==> src/rtl/boot_sequencer.sv <==
// Autonomous boot controller: copies a binary image over a single-outstanding OBI-style
// master, releases the selected harts at the entry point, then polls the EOC register.
module boot_sequencer #(
  parameter int NumHarts     = 1,
  parameter int AddrWidth    = 32,
  parameter int DataWidth    = 32,
  parameter int LenWidth     = 16,
  parameter int PollCycles   = 256,
  parameter int TimeoutPolls = 4096
) (
  input  logic                                clk_i,
  input  logic                                rst_i,
  input  logic                                start_i,
  input  logic [AddrWidth-1:0]                src_base_i,
  input  logic [AddrWidth-1:0]                dst_base_i,
  input  logic [LenWidth-1:0]                 len_i,
  input  logic [AddrWidth-1:0]                entry_point_i,
  input  logic [NumHarts-1:0]                 hart_mask_i,
  input  logic [AddrWidth-1:0]                eoc_addr_i,
  output logic                                req_o,
  input  logic                                gnt_i,
  output logic [AddrWidth-1:0]                addr_o,
  output logic                                we_o,
  output logic [DataWidth-1:0]                wdata_o,
  input  logic                                rvalid_i,
  input  logic [DataWidth-1:0]                rdata_i,
  output logic [NumHarts-1:0][AddrWidth-1:0]  boot_addr_o,
  output logic [NumHarts-1:0]                 fetch_en_o,
  output logic                                busy_o,
  output logic                                done_o,
  output logic                                error_o,
  output logic [30:0]                         exit_status_o
);

  localparam int Stride = DataWidth / 8;
  localparam int WaitW  = (PollCycles > 1) ? $clog2(PollCycles) : 1;
  localparam int PollW  = $clog2(TimeoutPolls + 1);

  typedef enum logic [3:0] {
    ST_IDLE,
    ST_RD_REQ,
    ST_RD_WAIT,
    ST_WR_REQ,
    ST_WR_WAIT,
    ST_BOOT,
    ST_POLL_IDLE,
    ST_POLL_REQ,
    ST_POLL_WAIT,
    ST_DONE
  } state_t;

  state_t                              r_state, w_state_nxt;

  logic                                r_req, w_req_nxt;
  logic                                r_we, w_we_nxt;
  logic [AddrWidth-1:0]                r_addr, w_addr_nxt;
  logic [DataWidth-1:0]                r_wdata, w_wdata_nxt;
  logic [NumHarts-1:0][AddrWidth-1:0]  r_boot_addr, w_boot_nxt;
  logic [NumHarts-1:0]                 r_fetch_en, w_fetch_nxt;
  logic                                r_busy, w_busy_nxt;
  logic                                r_done, w_done_nxt;
  logic                                r_error, w_error_nxt;
  logic [30:0]                         r_exit, w_exit_nxt;

  logic [LenWidth-1:0]                 r_word_cnt, w_word_cnt_nxt;
  logic [WaitW-1:0]                    r_wait_cnt, w_wait_cnt_nxt;
  logic [PollW-1:0]                    r_poll_cnt, w_poll_cnt_nxt;

  logic [AddrWidth-1:0]                r_src_ptr, w_src_nxt;
  logic [AddrWidth-1:0]                r_dst_ptr, w_dst_nxt;
  logic [AddrWidth-1:0]                r_eoc_addr, w_eoc_nxt;
  logic [AddrWidth-1:0]                r_entry, w_entry_nxt;
  logic [LenWidth-1:0]                 r_len, w_len_nxt;
  logic [NumHarts-1:0]                 r_mask, w_mask_nxt;
  logic [DataWidth-1:0]                r_buf, w_buf_nxt;

  logic [LenWidth-1:0]                 w_word_inc;
  logic [PollW-1:0]                    w_poll_inc;

  assign w_word_inc = r_word_cnt + LenWidth'(1);
  assign w_poll_inc = r_poll_cnt + PollW'(1);

  always_comb begin
    w_state_nxt    = r_state;
    w_src_nxt      = r_src_ptr;
    w_dst_nxt      = r_dst_ptr;
    w_eoc_nxt      = r_eoc_addr;
    w_entry_nxt    = r_entry;
    w_len_nxt      = r_len;
    w_mask_nxt     = r_mask;
    w_buf_nxt      = r_buf;
    w_word_cnt_nxt = r_word_cnt;
    w_wait_cnt_nxt = r_wait_cnt;
    w_poll_cnt_nxt = r_poll_cnt;
    w_boot_nxt     = r_boot_addr;
    w_fetch_nxt    = r_fetch_en;
    w_done_nxt     = r_done;
    w_error_nxt    = r_error;
    w_exit_nxt     = r_exit;

    case (r_state)
      ST_IDLE, ST_DONE: begin
        if (start_i) begin
          w_src_nxt      = src_base_i;
          w_dst_nxt      = dst_base_i;
          w_eoc_nxt      = eoc_addr_i;
          w_entry_nxt    = entry_point_i;
          w_len_nxt      = len_i;
          w_mask_nxt     = hart_mask_i;
          w_word_cnt_nxt = '0;
          w_wait_cnt_nxt = '0;
          w_poll_cnt_nxt = '0;
          w_fetch_nxt    = '0;
          w_done_nxt     = 1'b0;
          w_error_nxt    = 1'b0;
          w_exit_nxt     = '0;
          w_state_nxt    = (len_i == '0) ? ST_BOOT : ST_RD_REQ;
        end
      end
      ST_RD_REQ: begin
        if (gnt_i) w_state_nxt = ST_RD_WAIT;
      end
      ST_RD_WAIT: begin
        if (rvalid_i) begin
          w_buf_nxt   = rdata_i;
          w_state_nxt = ST_WR_REQ;
        end
      end
      ST_WR_REQ: begin
        if (gnt_i) w_state_nxt = ST_WR_WAIT;
      end
      ST_WR_WAIT: begin
        if (rvalid_i) begin
          w_src_nxt      = r_src_ptr + AddrWidth'(Stride);
          w_dst_nxt      = r_dst_ptr + AddrWidth'(Stride);
          w_word_cnt_nxt = w_word_inc;
          w_state_nxt    = (w_word_inc == r_len) ? ST_BOOT : ST_RD_REQ;
        end
      end
      ST_BOOT: begin
        // Harts outside the mask keep whatever boot address they had before.
        for (int i = 0; i < NumHarts; i++) begin
          if (r_mask[i]) w_boot_nxt[i] = r_entry;
        end
        w_fetch_nxt    = r_mask;
        w_wait_cnt_nxt = '0;
        w_state_nxt    = ST_POLL_IDLE;
      end
      ST_POLL_IDLE: begin
        if (r_wait_cnt == WaitW'(PollCycles - 1)) begin
          w_wait_cnt_nxt = '0;
          w_state_nxt    = ST_POLL_REQ;
        end else begin
          w_wait_cnt_nxt = r_wait_cnt + WaitW'(1);
        end
      end
      ST_POLL_REQ: begin
        if (gnt_i) w_state_nxt = ST_POLL_WAIT;
      end
      ST_POLL_WAIT: begin
        if (rvalid_i) begin
          if (rdata_i[31]) begin
            w_exit_nxt  = rdata_i[30:0];
            w_done_nxt  = 1'b1;
            w_state_nxt = ST_DONE;
          end else if (w_poll_inc == PollW'(TimeoutPolls)) begin
            w_poll_cnt_nxt = w_poll_inc;
            w_error_nxt    = 1'b1;
            w_done_nxt     = 1'b1;
            w_state_nxt    = ST_DONE;
          end else begin
            w_poll_cnt_nxt = w_poll_inc;
            w_state_nxt    = ST_POLL_IDLE;
          end
        end
      end
      default: w_state_nxt = ST_IDLE;
    endcase

    // Bus outputs are registered from the state being entered, so they hold until gnt.
    w_req_nxt   = 1'b0;
    w_we_nxt    = r_we;
    w_addr_nxt  = r_addr;
    w_wdata_nxt = r_wdata;
    case (w_state_nxt)
      ST_RD_REQ: begin
        w_req_nxt  = 1'b1;
        w_we_nxt   = 1'b0;
        w_addr_nxt = w_src_nxt;
      end
      ST_WR_REQ: begin
        w_req_nxt   = 1'b1;
        w_we_nxt    = 1'b1;
        w_addr_nxt  = w_dst_nxt;
        w_wdata_nxt = w_buf_nxt;
      end
      ST_POLL_REQ: begin
        w_req_nxt  = 1'b1;
        w_we_nxt   = 1'b0;
        w_addr_nxt = w_eoc_nxt;
      end
      default: ;
    endcase

    w_busy_nxt = !(w_state_nxt inside {ST_IDLE, ST_DONE});
  end

  always_ff @(posedge clk_i) begin
    if (rst_i) begin
      r_state     <= ST_IDLE;
      r_req       <= 1'b0;
      r_we        <= 1'b0;
      r_addr      <= '0;
      r_wdata     <= '0;
      r_boot_addr <= '0;
      r_fetch_en  <= '0;
      r_busy      <= 1'b0;
      r_done      <= 1'b0;
      r_error     <= 1'b0;
      r_exit      <= '0;
      r_word_cnt  <= '0;
      r_wait_cnt  <= '0;
      r_poll_cnt  <= '0;
    end else begin
      r_state     <= w_state_nxt;
      r_req       <= w_req_nxt;
      r_we        <= w_we_nxt;
      r_addr      <= w_addr_nxt;
      r_wdata     <= w_wdata_nxt;
      r_boot_addr <= w_boot_nxt;
      r_fetch_en  <= w_fetch_nxt;
      r_busy      <= w_busy_nxt;
      r_done      <= w_done_nxt;
      r_error     <= w_error_nxt;
      r_exit      <= w_exit_nxt;
      r_word_cnt  <= w_word_cnt_nxt;
      r_wait_cnt  <= w_wait_cnt_nxt;
      r_poll_cnt  <= w_poll_cnt_nxt;
    end
  end

  // Job parameters and the copy buffer are always rewritten before use.
  always_ff @(posedge clk_i) begin
    r_src_ptr  <= w_src_nxt;
    r_dst_ptr  <= w_dst_nxt;
    r_eoc_addr <= w_eoc_nxt;
    r_entry    <= w_entry_nxt;
    r_len      <= w_len_nxt;
    r_mask     <= w_mask_nxt;
    r_buf      <= w_buf_nxt;
  end

  assign req_o         = r_req;
  assign we_o          = r_we;
  assign addr_o        = r_addr;
  assign wdata_o       = r_wdata;
  assign boot_addr_o   = r_boot_addr;
  assign fetch_en_o    = r_fetch_en;
  assign busy_o        = r_busy;
  assign done_o        = r_done;
  assign error_o       = r_error;
  assign exit_status_o = r_exit;

endmodule
==> config.mk <==
export PLATFORM = sky130hd
export DESIGN_NAME = boot_sequencer
export DESIGN_NICKNAME = d
export VERILOG_FILES = /design/src/rtl/boot_sequencer.sv
export SDC_FILE = /design/constraint.sdc
export NUM_CORES = 1
export LEC_CHECK = 0
export BUFFER_PORTS_ARGS = -buffer_cell sky130_fd_sc_hd__buf_4
export CAP_MARGIN = 10
export CORE_ASPECT_RATIO = 1.1
export CORE_MARGIN = 2
export CORE_UTILIZATION = 59
export DETAILED_ROUTE_END_ITERATION = 12
export PLACE_DENSITY = 0.95
export SLEW_MARGIN = 5
export SYNTH_ARGS = -nofsm -noshare
export SYNTH_HDL_FRONTEND = slang
export SYNTH_SLANG_ARGS = --single-unit
==> constraint.sdc <==
create_clock -name clk_i -period 9.2 [get_ports clk_i]
set_input_delay 0.46 -clock clk_i [delete_from_list [all_inputs] [get_ports clk_i]]
set_output_delay 0.46 -clock clk_i [all_outputs]
set_load 0.005 [all_outputs]
==> results_dict.tcl <==
set metrics [dict create \
    grt.met2_usage_pct 56.9 \
    cts_root_buffer "clkbuf_16" \
    die_w_um 155 \
    max-slew-margin-rel_pct 26.6 \
    cpLargestDelayFamily "simple AND/OR/NAND/NOR gates" \
    wire_per_inst_um 19.9 \
    clock_path_buffers 3 \
    tritoncts "done" \
    cp.required_ps 9620 \
    whs_ps 119 \
    worst_slew_pin_slew_ps 1100 \
    finalPower_mw 4.05 \
    viasPerCell 6.34 \
    min_path_type "in2reg" \
    post_cts_buffers 0 \
    reg2reg_from "r_word_cnt[4]" \
    clock-sinks 351 \
    area_delta_synth_final_pct 24.6 \
    hold_start "entry_point_i[22]" \
    peakVddDrop_v 0.000206 \
    fin_nets 2158 \
    rows 60 \
    grt_use_met1_pct 40.2 \
    start_util_pct 60.5 \
    slowest_stage "nand2_1" \
    clkTransAtPathRegs_ps 60 \
    final_cells 2309 \
    port_buffers 314 \
    ys_ff_latch 351 \
    synth_edf_count 49 \
    worstSetupPathType "reg2reg" \
    holdPathStages 1 \
    maxCapViolCount 0 \
    worstPathArrival_ps 4450 \
    slowest_delay_ps 900 \
    p_leak_nw 7.54 \
    dp_cells 2242 \
    cts_buffers 36 \
    fmax_ghz 0.248 \
    synth_cells 1716 \
    boundaryPins 315 \
    syn-num-nets 1903 \
    route.detailed.drc 0 \
    critical_path_buf_inv_count 0 \
    grt_util_all_layers_pct 33.5 \
    hold_viol 0 \
    r2r_setup_slack_ps 5170 \
    antenna_found_initial 0 \
    ys_types 71 \
    via_count 14632 \
    finClkSkew_ps 29.9 \
    grt_pass1_vias 13980 \
    cp-end-kind "register" \
    avgSynthCellArea_um2 8.68 \
    p_per_area_nw_per_um2 218 \
    rr_worst_depth 8 \
    setup_viol 0 \
    fin_crit_sh_pct 43.8 \
    synth_flop_cell "dfxtp_1" \
    cts_resized 0 \
    synth_area_um2 14900 \
    htreeDepth 2 \
    final_cell_mix "buf_4, dfxtp_1, nand2_1" \
    antenna_cells 0 \
    critPathMaxFanout 28 \
    core-area_um2 24600 \
    drive_gt1_share_pct 22.2 \
    hold_buffers 0 \
    maxSlewViolCount 0 \
    grt_pass1_wl_um 71700 \
    drt_iter0_markers 1728 \
    rr_endpoint "addr_o[11]" \
    totalWireLength_um 45900 \
    cp_num_cells 8 \
    fin_crit_ps 4030 \
    crit_chain "nand3_1 > or4_4 > xnor2_1 > a2111oi_0 > nand4_1 > nand2_1 > o21ai_0 > a211oi_1" \
    status "complete, no violations" \
    gp_congestion 0.950 \
    postSynth.asyncResetShare_pct 0 \
    drt_first_pass_iters 7 \
    min_delay_worst_endpoint "r_entry[22]" \
    clk_latency_ps 530 \
    rsz0062_at_grt "false" \
    grt_max_degree 89 \
    ant_nets 0 \
    yosys_warnings 0 \
    grt_use_met3_pct 8.46 \
    cp-start-kind "register" \
    hpwl_um 30300 \
    top_usage_layer "met2" \
    layout_commonest_cell "buf_4" \
    die-area_um2 26500 \
    die_h_um 171 \
    tns_ps 0 \
    grt_overflow 0 \
    synth-seq-area-share_pct 50.5 \
]
==> routing by layer <==
layer | wire length (µm) | vias up
met2 | 22100 | 923
met1 | 16500 | 6863
li1 | - | 6671
met5 | 0 | -
met3 | 5190 | 175
met4 | 2130 | 0
==> stage by stage <==
step,utilization (%),cell area [µm²],worst slack (ps)
after CTS,75.3,18500,5320
after floorplan,-,14900,5440
after detailed placement,70.4,17300,5370
after global placement,70.4,17300,5540
final,75.4,18600,5170
after global routing,75.4,18600,4840
==> worst reg2reg max path: cells and delay by family (launching register included) <==
kind,cells,cell delay (ps)
xor gates and xnor gates,1,150
AOI/OAI and AO/OA,3,1120
DFF,1,450
and+or+nand+nor,4,2220
==> registers in the layout (all words and copies together), names as in the netlist, 4 cells and up <==
| signal | cells |
|---|---|
| addr_o | 32 |
| boot_addr_o | 32 |
| r_buf | 32 |
| r_dst_ptr | 32 |
| r_entry | 32 |
| r_eoc_addr | 32 |
| r_src_ptr | 32 |
| wdata_o | 32 |
| exit_status_o | 31 |
| r_len | 16 |
| r_word_cnt | 16 |
| r_poll_cnt | 13 |
| r_wait_cnt | 8 |
| r_state | 4 |
==> kinds of logic (layout without fill, tap and decap cells) <==
group	Yosys count	in the layout	synth area share [%]
buffers and inverters	140	423	3.70
XOR/XNOR	31	31	1.82
AO/OA/AOI/OAI	406	406	17.9
adder cells (fa/ha/maj)	5	5	0.420
multiplexers	48	48	3.50
AND/OR/NAND/NOR	735	735	22.2
flip-flops	351	351	50.5
==> final cells by class <==
class / count / area [µm²]
multi-input combinational: 1225 / 6860
sequential: 351 / 7520
timing repair buffer: 333 / 2500
tap: 310 / 388
clock inverter: 17 / 148
clock buffer: 49 / 1050
inverter: 24 / 92.6
fill: 1638 / 6070
==> worst max-delay path by stage <==
stage | startpoint | endpoint | slack (ps)
final | r_word_cnt[4] | addr_o[11] | 5170
after floorplan | start_i | r_poll_cnt[2] | 5440
after CTS | r_word_cnt[4] | addr_o[11] | 5320
after global routing | r_word_cnt[4] | addr_o[0] | 4840
after global placement | r_word_cnt[4] | addr_o[2] | 5540
after detailed placement | r_word_cnt[4] | addr_o[0] | 5370
==> Yosys cell counts (27+ instances only) <==
master    number  area, µm²
dfxtp_1      302       6050
nand2_1      288       1080
nor2_1       213        800
o21ai_0      104        521
a21oi_1       93        465
clkbuf_1      89        334
nor3_1        63        315
edfxtp_1      49       1470
nand3_1       42        210
a22oi_1       39        293
mux2_2        32        360
a211oi_1      27        203
==> where the power goes <==
group | total (mW) | internal [mW] | switching (mW)
clock | 1.47 | 0.863 | 0.610
sequential | 1.92 | 1.78 | 0.141
combinational | 0.662 | 0.288 | 0.374
total | 4.05 | 2.93 | 1.12
No activity file was read; power rests on OpenSTA's default activity.
